### config.mk
export PLATFORM = sky130hd
export DESIGN_NAME = bias_ctrl_seq_flat
export DESIGN_NICKNAME = d
export VERILOG_FILES = /design/src/rtl/bias_ctrl_seq_if.sv /design/src/rtl/bias_ctrl_seq.sv /design/src/flat_wrapper.sv
export SDC_FILE = /design/constraint.sdc
export NUM_CORES = 1
export LEC_CHECK = 0
export BUFFER_PORTS_ARGS = -buffer_cell sky130_fd_sc_hd__buf_2
export CAP_MARGIN = 20
export CORE_MARGIN = 2
export CORE_UTILIZATION = 52
export DETAILED_ROUTE_END_ITERATION = 7
export HOLD_SLACK_MARGIN = 0.1
export PLACE_DENSITY = 0.78
export SLEW_MARGIN = 0
export SYNTH_ARGS = -nofsm -noshare
export SYNTH_HDL_FRONTEND = slang
export SYNTH_SLANG_ARGS = --single-unit
### constraint.sdc
create_clock -name clk_i -period 2.5 [get_ports clk_i]
set_input_delay 0.5 -clock clk_i [delete_from_list [all_inputs] [get_ports clk_i]]
set_output_delay 0.5 -clock clk_i [all_outputs]
set_load 0.1 [all_outputs]
### src/rtl/bias_ctrl_seq_if.sv
// bias_ctrl_seq_if: control/status bundle between a bias-cell sequencer and its host/bias cell.
// Signals are named from the sequencer's point of view:
//   enable_req_i, vbias_req_i     host power-up and VBIAS drive requests (levels)
//   trim_valid_i, trim_data_i     trim update offer {VBG[13:9], CURV[8:4], BIAS[3:0]}
//   trim_ready_o                  trim update acceptance
//   bg_valid_n_i                  asynchronous active-low valid from the bias cell
//   en_o, bg_startup_o, en_vbias_o        bias cell controls
//   trim_bias_o, trim_curv_o, trim_vbg_o  registered trims to the bias cell
//   ready_o, fault_o, state_o             status
interface bias_ctrl_seq_if;
    logic        enable_req_i;
    logic        vbias_req_i;
    logic        trim_valid_i;
    logic        trim_ready_o;
    logic [13:0] trim_data_i;
    logic        bg_valid_n_i;
    logic        en_o;
    logic        bg_startup_o;
    logic        en_vbias_o;
    logic [3:0]  trim_bias_o;
    logic [4:0]  trim_curv_o;
    logic [4:0]  trim_vbg_o;
    logic        ready_o;
    logic        fault_o;
    logic [2:0]  state_o;
    modport slave (
        input  enable_req_i, vbias_req_i, trim_valid_i, trim_data_i, bg_valid_n_i,
        output trim_ready_o, en_o, bg_startup_o, en_vbias_o, trim_bias_o, trim_curv_o,
               trim_vbg_o, ready_o, fault_o, state_o
    );
    modport master (
        output enable_req_i, vbias_req_i, trim_valid_i, trim_data_i, bg_valid_n_i,
        input  trim_ready_o, en_o, bg_startup_o, en_vbias_o, trim_bias_o, trim_curv_o,
               trim_vbg_o, ready_o, fault_o, state_o
    );
endinterface

### src/rtl/bias_ctrl_seq.sv
// bias_ctrl_seq: power-up / settle / valid-monitor sequencer for a bandgap bias cell with trim loading.
// Ports: clk_i (rising edge), rst_i (async active-high), bus (bias_ctrl_seq_if.slave: requests,
// trim handshake, bias cell valid in; cell controls, trims, ready/fault/state out; all outputs registered).
module bias_ctrl_seq #(
    parameter int unsigned STARTUP_CYC   = 16,
    parameter int unsigned SETTLE_CYC    = 64,
    parameter int unsigned TIMEOUT_CYC   = 1024,
    parameter logic [3:0]  TRIM_BIAS_RST = 4'd8,
    parameter logic [4:0]  TRIM_CURV_RST = 5'd16,
    parameter logic [4:0]  TRIM_VBG_RST  = 5'd16
) (
    input logic             clk_i,
    input logic             rst_i,
    bias_ctrl_seq_if.slave  bus
);
    localparam int unsigned MAX_AB  = STARTUP_CYC > SETTLE_CYC ? STARTUP_CYC : SETTLE_CYC;
    localparam int unsigned MAX_CYC = MAX_AB > TIMEOUT_CYC ? MAX_AB : TIMEOUT_CYC;
    localparam int unsigned CW      = $clog2(MAX_CYC + 1);
    typedef enum logic [2:0] {
        S_OFF = 3'd0, S_STARTUP = 3'd1, S_SETTLE = 3'd2,
        S_WAIT_VALID = 3'd3, S_READY = 3'd4, S_FAULT = 3'd5
    } state_t;
    state_t        state_q, state_d;
    logic [CW-1:0] cnt_q, cnt_d;
    logic          vn_meta_q, vn_sync_q;
    logic [13:0]   trim_q;
    logic          en_q, startup_q, vbias_q, ready_q, fault_q, trim_ready_q;
    logic          xfer;
    assign xfer = bus.trim_valid_i && trim_ready_q;
    // Fault checks precede the trim transfer in READY; enable drop overrides everything.
    always_comb begin
        state_d = state_q;
        unique case (state_q)
            S_OFF:        state_d = bus.enable_req_i ? S_STARTUP : S_OFF;
            S_STARTUP:    state_d = cnt_q == CW'(STARTUP_CYC - 1) ? S_SETTLE : S_STARTUP;
            S_SETTLE:     state_d = cnt_q == CW'(SETTLE_CYC - 1) ? S_WAIT_VALID : S_SETTLE;
            S_WAIT_VALID: state_d = !vn_sync_q ? S_READY :
                                    cnt_q == CW'(TIMEOUT_CYC - 1) ? S_FAULT : S_WAIT_VALID;
            S_READY:      state_d = vn_sync_q ? S_FAULT : xfer ? S_SETTLE : S_READY;
            S_FAULT:      state_d = S_FAULT;
            default:      state_d = S_OFF;
        endcase
        if (!bus.enable_req_i) state_d = S_OFF;
        // Only timed states count, so the counter can never run past its limit.
        cnt_d = (state_d != state_q || !(state_q inside {S_STARTUP, S_SETTLE, S_WAIT_VALID}))
                ? '0 : cnt_q + 1'b1;
    end
    // Outputs are registered from the next state so they line up with STATE_O.
    always_ff @(posedge clk_i or posedge rst_i) begin
        if (rst_i) begin
            state_q      <= S_OFF;
            cnt_q        <= '0;
            vn_meta_q    <= 1'b1;
            vn_sync_q    <= 1'b1;
            trim_q       <= {TRIM_VBG_RST, TRIM_CURV_RST, TRIM_BIAS_RST};
            en_q         <= 1'b0;
            startup_q    <= 1'b0;
            vbias_q      <= 1'b0;
            ready_q      <= 1'b0;
            fault_q      <= 1'b0;
            trim_ready_q <= 1'b1;
        end else begin
            state_q      <= state_d;
            cnt_q        <= cnt_d;
            vn_meta_q    <= bus.bg_valid_n_i;
            vn_sync_q    <= vn_meta_q;
            if (xfer) trim_q <= bus.trim_data_i;
            en_q         <= state_d inside {S_STARTUP, S_SETTLE, S_WAIT_VALID, S_READY};
            startup_q    <= state_d == S_STARTUP;
            vbias_q      <= state_d == S_READY && bus.vbias_req_i;
            ready_q      <= state_d == S_READY;
            fault_q      <= state_d == S_FAULT;
            trim_ready_q <= state_d inside {S_OFF, S_READY};
        end
    end
    assign bus.state_o      = state_q;
    assign bus.en_o         = en_q;
    assign bus.bg_startup_o = startup_q;
    assign bus.en_vbias_o   = vbias_q;
    assign bus.ready_o      = ready_q;
    assign bus.fault_o      = fault_q;
    assign bus.trim_ready_o = trim_ready_q;
    assign bus.trim_vbg_o   = trim_q[13:9];
    assign bus.trim_curv_o  = trim_q[8:4];
    assign bus.trim_bias_o  = trim_q[3:0];
endmodule

### src/flat_wrapper.sv
// flat-port wrapper written by rule: the top's interface ports become plain ports
module bias_ctrl_seq_flat 
#(
    parameter int unsigned STARTUP_CYC   = 16,
    parameter int unsigned SETTLE_CYC    = 64,
    parameter int unsigned TIMEOUT_CYC   = 1024,
    parameter logic [3:0]  TRIM_BIAS_RST = 4'd8,
    parameter logic [4:0]  TRIM_CURV_RST = 5'd16,
    parameter logic [4:0]  TRIM_VBG_RST  = 5'd16
)
  (clk_i, rst_i, bus_enable_req_i, bus_vbias_req_i, bus_trim_valid_i, bus_trim_data_i, bus_bg_valid_n_i, bus_trim_ready_o, bus_en_o, bus_bg_startup_o, bus_en_vbias_o, bus_trim_bias_o, bus_trim_curv_o, bus_trim_vbg_o, bus_ready_o, bus_fault_o, bus_state_o);
  bias_ctrl_seq_if bus_i ();
  input logic clk_i;
  input logic rst_i;
  input wire logic [$bits(bus_i.enable_req_i)-1:0] bus_enable_req_i;
  input wire logic [$bits(bus_i.vbias_req_i)-1:0] bus_vbias_req_i;
  input wire logic [$bits(bus_i.trim_valid_i)-1:0] bus_trim_valid_i;
  input wire logic [$bits(bus_i.trim_data_i)-1:0] bus_trim_data_i;
  input wire logic [$bits(bus_i.bg_valid_n_i)-1:0] bus_bg_valid_n_i;
  output wire logic [$bits(bus_i.trim_ready_o)-1:0] bus_trim_ready_o;
  output wire logic [$bits(bus_i.en_o)-1:0] bus_en_o;
  output wire logic [$bits(bus_i.bg_startup_o)-1:0] bus_bg_startup_o;
  output wire logic [$bits(bus_i.en_vbias_o)-1:0] bus_en_vbias_o;
  output wire logic [$bits(bus_i.trim_bias_o)-1:0] bus_trim_bias_o;
  output wire logic [$bits(bus_i.trim_curv_o)-1:0] bus_trim_curv_o;
  output wire logic [$bits(bus_i.trim_vbg_o)-1:0] bus_trim_vbg_o;
  output wire logic [$bits(bus_i.ready_o)-1:0] bus_ready_o;
  output wire logic [$bits(bus_i.fault_o)-1:0] bus_fault_o;
  output wire logic [$bits(bus_i.state_o)-1:0] bus_state_o;
  assign bus_i.enable_req_i = bus_enable_req_i;
  assign bus_i.vbias_req_i = bus_vbias_req_i;
  assign bus_i.trim_valid_i = bus_trim_valid_i;
  assign bus_i.trim_data_i = bus_trim_data_i;
  assign bus_i.bg_valid_n_i = bus_bg_valid_n_i;
  assign bus_trim_ready_o = bus_i.trim_ready_o;
  assign bus_en_o = bus_i.en_o;
  assign bus_bg_startup_o = bus_i.bg_startup_o;
  assign bus_en_vbias_o = bus_i.en_vbias_o;
  assign bus_trim_bias_o = bus_i.trim_bias_o;
  assign bus_trim_curv_o = bus_i.trim_curv_o;
  assign bus_trim_vbg_o = bus_i.trim_vbg_o;
  assign bus_ready_o = bus_i.ready_o;
  assign bus_fault_o = bus_i.fault_o;
  assign bus_state_o = bus_i.state_o;
  bias_ctrl_seq #(.STARTUP_CYC(STARTUP_CYC), .SETTLE_CYC(SETTLE_CYC), .TIMEOUT_CYC(TIMEOUT_CYC), .TRIM_BIAS_RST(TRIM_BIAS_RST), .TRIM_CURV_RST(TRIM_CURV_RST), .TRIM_VBG_RST(TRIM_VBG_RST)) u_core (.clk_i(clk_i), .rst_i(rst_i), .bus(bus_i));
endmodule
[Word level (Yosys, flattened, before mapping)]
Cells that the tools add are included.
Widths: inputs -> output; s select.
Storage, ports and cells
  flip-flop bits (word level): 36
  input port bits: 20
Operators by class
  add/sub/neg operators: 1
  reductions and logical operators: 9
  equality and inequality tests: 14
  mux-type cells: 9
Operators with widths (count)
  $pmux 3 s6: 1
  $mux 3: 5
  $eq 3x2->1 const B: 4
  $eq 3x3->1 const B: 4
  $add 11x1->11 const B: 1
  $eq 11x10->1 const B: 1
  $eq 11x4->1 const B: 1
  $eq 11x6->1 const B: 1
  $mux 11: 1
  $eq 3x1->1 const B: 2
  $logic_not 3->1: 2
  $reduce_bool 4->1: 1
  $ne 3x3->1: 1
  $reduce_bool 3->1: 1
  $logic_and 1x1->1: 2
  $mux 2: 1
  $reduce_bool 2->1: 1
  $logic_not 1->1: 1
  $logic_or 1x1->1: 1
  $mux 1: 1

[Depth between registers and ports, before layout]
Gate-level depths: netlist of run 1.
  depth after elaboration: 8
  gate-level depth with buffers: 7

[Least setup slack after synthesis of run 1]
Ideal clock, no wire load.
  path kind: flip-flop to flip-flop
  start point: register u_core.state_q[2] (netlist: u_core.bus.state_o[2])
  end point: register u_core.en_q (netlist: u_core.bus.en_o)
  path slack: 0.149 ns
  data required time: 2.408 ns
  cell stages (with the launch flop): 8
  library setup time: 0.092 ns
  arrival: 2.259 ns
  cell sequence: dfrtp_1 -> clkbuf_2 -> nor3b_1 -> and4bb_2 -> a311o_1 -> and2_4 -> buf_6 -> o31ai_2
Between the ends
  cells in the longest elaborated chain, start to end: 5
  elaborated cells on any way between the ends: 13
  those cells by class: eq/ne: 9; mux: 2; reduce/logical: 2
Ends and longest elaborated chain
  start: declaration: line bias_ctrl_seq.sv:23  | state_t state_q, state_d;
  start signal: assignment: line bias_ctrl_seq.sv:63  | state_q <= state_d;
  $eq 3x3->1, or another cell as far along: line bias_ctrl_seq.sv:33  | unique case (state_q)
  $pmux 3 s6 *: line bias_ctrl_seq.sv:33
  $mux 3 *: line bias_ctrl_seq.sv:43  | if (!bus.enable_req_i) state_d = S_OFF;
  named net u_core.state_d[0]: line bias_ctrl_seq.sv:23
  $eq 3x1->1, or another cell as far along: line bias_ctrl_seq.sv:68  | en_q <= state_d inside {S_STARTUP, S_SETTLE, S_WAIT_VALID, S_READY};
  $reduce_bool 4->1 *: line bias_ctrl_seq.sv:68
  end signal: assignment: line bias_ctrl_seq.sv:68
  end: declaration: line bias_ctrl_seq.sv:27  | logic en_q, startup_q, vbias_q, ready_q, fault_q, trim_ready_q;
The timed path passes the listed nets; every way through them passes the cells marked *.
A chain may end at the register's enable or synchronous reset.

[Worst setup path after layout of run 1]
  start point: register u_core.cnt_q[0]
  end point: register u_core.cnt_q[4]
Between the ends
  cells in the longest elaborated chain, start to end: 8
  elaborated cells on any way between the ends: 13
  those cells by class: add/sub: 1; eq/ne: 4; mux: 7; reduce/logical: 1
Ends and longest elaborated chain
  start: declaration: line bias_ctrl_seq.sv:24  | logic [CW-1:0] cnt_q, cnt_d;
  start signal: assignment: line bias_ctrl_seq.sv:64  | cnt_q <= cnt_d;
  $eq 11x10->1: line bias_ctrl_seq.sv:38  | cnt_q == CW'(TIMEOUT_CYC - 1) ? S_FAULT : S_WAIT_VALID;
  $mux 3: line bias_ctrl_seq.sv:38
  $mux 3: line bias_ctrl_seq.sv:37  | S_WAIT_VALID: state_d = !vn_sync_q ? S_READY :
  $pmux 3 s6: line bias_ctrl_seq.sv:33
  $mux 3: line bias_ctrl_seq.sv:43
  $ne 3x3->1: line bias_ctrl_seq.sv:45  | cnt_d = (state_d != state_q || !(state_q inside {S_STARTUP, S_SETTLE, S_WAIT_VALID}))
  $logic_or 1x1->1: line bias_ctrl_seq.sv:45
  $mux 11 *: line bias_ctrl_seq.sv:46  | ? '0 : cnt_q + 1'b1;
  named net u_core.cnt_d[4]: line bias_ctrl_seq.sv:24
Marked as above.

==> results of run 1 <==
kinds of logic (layout without fill, tap and decap cells):
kind of cell,count (synthesis),in the layout,share of synthesized area [%]
buffers and inverters,14,60,4.02
multiplexers,14,14,9.20
XOR/XNOR,10,10,5.11
flip-flops,36,36,53.0
adder cells (fa/ha/maj),1,1,0.730
AO/OA/AOI/OAI,17,17,7.82
AND/OR/NAND/NOR,58,58,20.1
metal layers:
layer  share of wire (%)  track usage, %  up-vias  wire (µm)
met2                  52            35.7       41       1820
met3                 4.7            6.30        5        167
met5                   0               0        -          0
met1                  43            26.7      640       1510
met4                 1.0            8.21        0         36
li1                    -               -      625          -
synthesized netlist by cell type (3+ instances only):
| master | instances | area share [%] |
|---|---|---|
| buf_2 | 3 | 0.88 |
| dfrtp_1 | 30 | 44 |
| dfstp_2 | 6 | 9.2 |
| inv_1 | 6 | 1.3 |
| mux2_2 | 14 | 9.2 |
| nand2_1 | 18 | 3.9 |
| nand3_1 | 3 | 0.88 |
| nor2_1 | 5 | 1.1 |
| nor3_1 | 12 | 3.5 |
| nor3b_1 | 3 | 1.3 |
| o21ai_0 | 3 | 0.88 |
| xnor2_1 | 5 | 2.6 |
| xor2_1 | 5 | 2.6 |
metrics by stage:
step           hold slack (ns)  total power, mW  instance area, µm²
6_report                 0.220             1.43                2020
5_1_grt                  0.220             1.48                2020
4_1_cts                  0.224             1.45                2010
3_5_place_dp             0.350             1.13                1950
3_3_place_gp             0.353             1.12                1950
2_1_floorplan            0.345             1.06                1710
state kept, by name, summed over array words and instances (netlist names):
register                 flops
u_core.bus.bg_startup_o      1
u_core.bus.en_o              1
u_core.bus.en_vbias_o        1
u_core.bus.fault_o           1
u_core.bus.ready_o           1
u_core.bus.state_o           3
u_core.bus.trim_ready_o      1
u_core.cnt_q                11
u_core.trim_q               14
u_core.vn_meta_q             1
u_core.vn_sync_q             1
power by group through the flow:
stage	Sequential, mW	Clock (mW)	Combinational (mW)
final	0.661	0.308	0.461
after global routing	0.667	0.340	0.475
after CTS	0.661	0.322	0.463
after detailed placement	0.671	0	0.462
after global placement	0.668	0	0.456
after floorplan	0.977	0	0.0797
path summary, 6_finish.rpt:
kind                             startpoint                 endpoint  slack [ns]
max                         u_core.cnt_q[0]          u_core.cnt_q[4]        0.33
min                                   rst_i        u_core.trim_q[10]        0.22
max reg2reg                 u_core.cnt_q[0]          u_core.cnt_q[4]        0.33
min reg2reg                u_core.vn_meta_q         u_core.vn_sync_q        0.38
max in group asynchronous             rst_i  u_core.bus.trim_ready_o        1.93
min in group clk_i         bus_bg_valid_n_i         u_core.vn_meta_q        0.24
area by class of cell:
cell class	instances	share of cell area, %
Clock inverter	3	0.928
Timing Repair Buffer	46	11.8
Clock buffer	5	1.86
Inverter	6	1.11
Sequential cell	36	44.9
Multi-Input combinational cell	100	36.7
Tap cell	44	2.72
layout by cell type, fill, tap and decap left out, types with 2 or more instances in the layout:
cell / count
dfrtp_1: 30
o21ai_0: 3
nand4_1: 2
clkbuf_4: 6
buf_2: 43
clkinv_2: 2
nand3_1: 3
mux2_2: 14
xor2_1: 5
inv_1: 6
xnor2_1: 5
o22ai_1: 2
nand4b_1: 2
nor2_1: 5
nor3_1: 12
dfstp_2: 6
nor3b_1: 3
nand2b_1: 2
nand2_1: 18
buf_4: 2
worst max-delay path: stages (launching register included):
cell	delay (ns)
dfrtp_1	0.42
ha_1	0.26
nand4b_1	0.18
nor3_2	0.30
o211ai_2	0.21
o311ai_1	0.27
buf_2	0.31
nor3_1	0.08
==> flow_summary_export.csv, run 1 <==
group,metric,value,unit
cts,clk_latency,0.35,ns
cts,cts.clk_slew.worst_paths,0.11,ns
grt,grt_pass1_wl,5740,µm
cells_and_area,final_core_util,65.2,%
sta,setup_viol,0,
synth,synthesis.area,0.00171,mm²
run_status,status,"complete, no violations",
sta,post-route-min-period,2.17,ns
cells_and_area,regArea,908,µm²
sta,setup_slack,0.326,ns
cts,tritoncts,"yes",
cells_and_area,fillers,283,
routing,antenna_left,0,
cells_and_area,antenna_cells,0,
routing,drt-initial-drc-count,117,
grt,antenna_found_initial,0,
power,p_clk_share,21.5,%
routing,viasPerCell,5.46,
die,std_cell_rows,20,
power,p_leak,0.946,nW
synth,synth_edf_count,0,
die,dieArea,0.00377,mm²
routing,route.detailed.drc,0,
die,io_pins,43,
synth,synth_cell_types,44,
sta,fmax,460,MHz
grt,track_usage,21.5,%
hold_path,holdCritPathClass,"input pin to async pin",
die,die_h,61.4,µm
cts,cts_buffer_depth,2,
synth,async_flop_share,100,%
worst_setup_path,path_class,"register to register",
cts,cts_resized,0,
sta,tns,0,ns
grt,grt_max_degree,37,
placed_design,place_ws,0.168,ns
sta,drv_slew,0,
grt,overflow,0,
routing,drt-total-wl,3540,µm
cts,cts_setup_buffers,0,
cells_and_area,finalNetCount,216,
placed_design,gp_congestion,0.863,
grt,grt_pass1_vias,1252,
cells_and_area,area_growth,18.0,%
cells_and_area,fin_cells,240,
power,p_sw_share,42.3,%
die,start_util,55.2,%
die,coreArea,0.00310,mm²
sta,skew,0.00742,ns
synth,synth_fp_nets,171,
synth,synth-seq-area-share,53.0,%
worst_setup_path,ff2ff_path_depth,7,
power,power_frac_seq,46.2,%
worst_setup_path,cp-start-kind,"register",
placed_design,dp_hpwl,2490,µm
cts,ctsHoldBuffers,0,
cells_and_area,drive_gt1_share,41.8,%
cts,htree_levels,2,
synth,synthFlopType,"dfrtp_1",
worst_setup_path,crit_arrival,2.38,ns
routing,first_pass_iters,4,
synth,ys_ff_latch,36,
routing,wl_per_cell,14.8,µm
cts,cts.sinks,36,
worst_setup_path,crit_path_end_kind,"register",
routing,via_count,1311,
placed_design,dpl.cell_count,231,
sta,finalHoldViolCount,0,
power,ir_drop,0.000612,V
synth,avgSynthCellArea,11.4,µm²
worst_setup_path,path_max_fanout,7,
cts,cts_buffers,5,
sta,tightest_slew,0.684,ns
sta,rsz0062_at_grt,"false",
sta,period_share,86.9,%
run,cap_violations,0,
power,p_int,825,µW
cts,root_buffer,"clkbuf_4",
cells_and_area,multi_input_area,742,µm²
synth,synthCells,150,
power,combPwrFrac,32.2,%
sta,slew_headroom,53.6,%
synth,ys_warn_count,0,
die,die_w,61.4,µm
worst_setup_path,cp.required,2.71,ns
power,power_density,707,mW/mm²
power,switchingPower,604,µW
placed_design,io_buffer_count,42,
Power figures use the tool's default switching activity.
==> inputs of run 2 (changes only) <==
CORE_MARGIN = not set   (was 2)
CORE_UTILIZATION = 47   (was 52)
PLACE_DENSITY = 0.75   (was 0.78)
SKIP_CTS_REPAIR_TIMING = 1   (was not set)
clock period = 1.75 ns   (was 2.5 ns; I/O delays follow)
==> flow_summary_export.csv, run 2 (same netlist as run 1, synthesis figures left out) <==
group,metric,value,unit
run_status,status,"finished with violations",
run_status,violations,"setup timing",
cells_and_area,antenna_cells,0,
cts,root_buffer,"clkbuf_4",
grt,grt_max_degree,37,
cts,htree_levels,2,
cells_and_area,final_common_cell,"buf_2",
worst_setup_path,r2r-start,"u_core.bus.state_o[1]",
worst_setup_path,r2r_slack,-0.23,ns
routing,wl_per_cell,15.5,µm
routing,route.detailed.drc,0,
worst_setup_path,ff2ff_path_depth,8,
routing,drt-initial-drc-count,64,
routing,viasPerCell,5.36,
die,die_w,62.4,µm
placed_design,place_ws,-0.411,ns
cts,cts.sinks,36,
cts,cts_buffers,5,
die,die_h,62.4,µm
cells_and_area,area_growth,42.4,%
cells_and_area,top_register,"u_core.trim_q",
run,cap_violations,0,
worst_setup_path,cp-start-kind,"register",
sta,post-route-min-period,1.98,ns
sta,slew_headroom,67.7,%
worst_setup_path,cpPeakStageDelay,0.50,ns
sta,rsz0062_at_grt,"true",
die,io_pins,43,
worst_setup_path,path_cells,"buf_6, nand4b_1, o211ai_1, buf_4, o21ai_2, a31oi_4, buf_12, nor3_1",
grt,track_usage,20.0,%
cts,cts.clk_slew.worst_paths,0.12,ns
cells_and_area,final_core_util,71.4,%
cells_and_area,layout_common_cells,"38 x buf_2, 33 x buf_4, 27 x dfrtp_1, 18 x nand2_1, 14 x mux2_2",
cells_and_area,largest_register_ffs,14,
die,std_cell_rows,21,
sta,skew,0.0133,ns
die,coreArea,0.00342,mm²
worst_setup_path,cp_slowest_cell,"dfrtp_4",
hold_path,holdPathEnd,"u_core.trim_q[6]",
hold_path,hp-start,"bus_trim_data_i[6]",
worst_setup_path,reg2reg_to,"u_core.cnt_q[10]",
routing,first_pass_iters,4,
sta,period_share,113,%
worst_setup_path,crit_path_end_kind,"register",
routing,antenna_left,0,
hold_path,min_path_cells,2,
placed_design,dp_hpwl,2700,µm
cts,tritoncts,"yes",
grt,antenna_found_initial,0,
worst_setup_path,path_class,"register to register",
placed_design,gp_congestion,0.881,
die,start_util,50.1,%
cells_and_area,finalNetCount,249,
sta,hold_slack,0.225,ns
worst_setup_path,path_max_fanout,11,
sta,drv_slew,0,
sta,finalHoldViolCount,0,
sta,tightest_slew,0.488,ns
cells_and_area,drive_gt1_share,55.0,%
hold_path,holdCritPathClass,"input pin to register",
power,ir_drop,0.000869,V
sta,setup_slack,-0.227,ns
placed_design,io_buffer_count,42,
routing,drt-total-wl,4270,µm
grt,overflow,0,
power,p_leak,1.16,nW
sta,fmax,506,MHz
grt,grt_pass1_wl,5950,µm
worst_setup_path,crit_arrival,2.21,ns
power,power_density,916,mW/mm²
sta,setup_viol,18,
grt,grt_pass1_vias,1403,
die,dieArea,0.00389,mm²
cts,clk_latency,0.35,ns
routing,via_count,1475,
cts,cts_buffer_depth,2,
worst_setup_path,cp.required,1.98,ns
==> run 2: per-stage QoR <==
step / setup TNS [ns] / std cells / cell area [µm²] / total power, mW
3_3_place_gp: -3.74 / 255 / 2160 / 1.62
2_1_floorplan: -2.17 / 150 / 1750 / 1.52
6_report: -2.47 / 275 / 2440 / 2.23
3_5_place_dp: -4.77 / 255 / 2160 / 1.63
5_1_grt: -3.11 / 275 / 2440 / 2.32
4_1_cts: -5.66 / 263 / 2240 / 2.21
==> run 2: layout make-up <==
class                           count  area (µm²)
Clock buffer                        5        37.5
Clock inverter                      3        42.5
Fill cell                         241         977
Inverter                            6        22.5
Multi-Input combinational cell    100         823
Sequential cell                    36         923
Tap cell                           46        57.6
Timing Repair Buffer               79         532
==> run 2: how the worst max path moves through the flow <==
| stage | start | endpoint | depth (start not counted) |
|---|---|---|---|
| after floorplan | u_core.bus.state_o[2] | u_core.bus.en_vbias_o | 7 |
| after global placement | u_core.vn_sync_q | u_core.cnt_q[9] | 5 |
| after detailed placement | u_core.vn_sync_q | u_core.cnt_q[10] | 5 |
| after CTS | u_core.vn_sync_q | u_core.cnt_q[7] | 5 |
| after global routing | u_core.bus.state_o[0] | u_core.cnt_q[10] | 7 |
| final | u_core.bus.state_o[1] | u_core.cnt_q[10] | 8 |
==> run 2: routing by layer <==
metal  wire length, µm  track usage (%)  vias up
met3               169             5.47       15
met2              2220             35.7       49
met1              1750             23.3      715
li1                  -                -      696
met4               121             6.40        0
met5                 0                0        -
==> run 2: worst max-delay path, delay by kind of cell, from the launching register on <==
kind	cells	cell delay (ns)
simple gates	2	0.39
compound gates	3	0.49
buf+inv	3	0.49
flops	1	0.50
==> run 2: power breakdown <==
part / total, mW / leakage [nW] / internal [mW] / switching, mW
Sequential: 0.942 / 0.446 / 0.908 / 0.0335
Clock: 0.576 / 0.0412 / 0.298 / 0.279
Combinational: 0.717 / 0.672 / 0.156 / 0.561
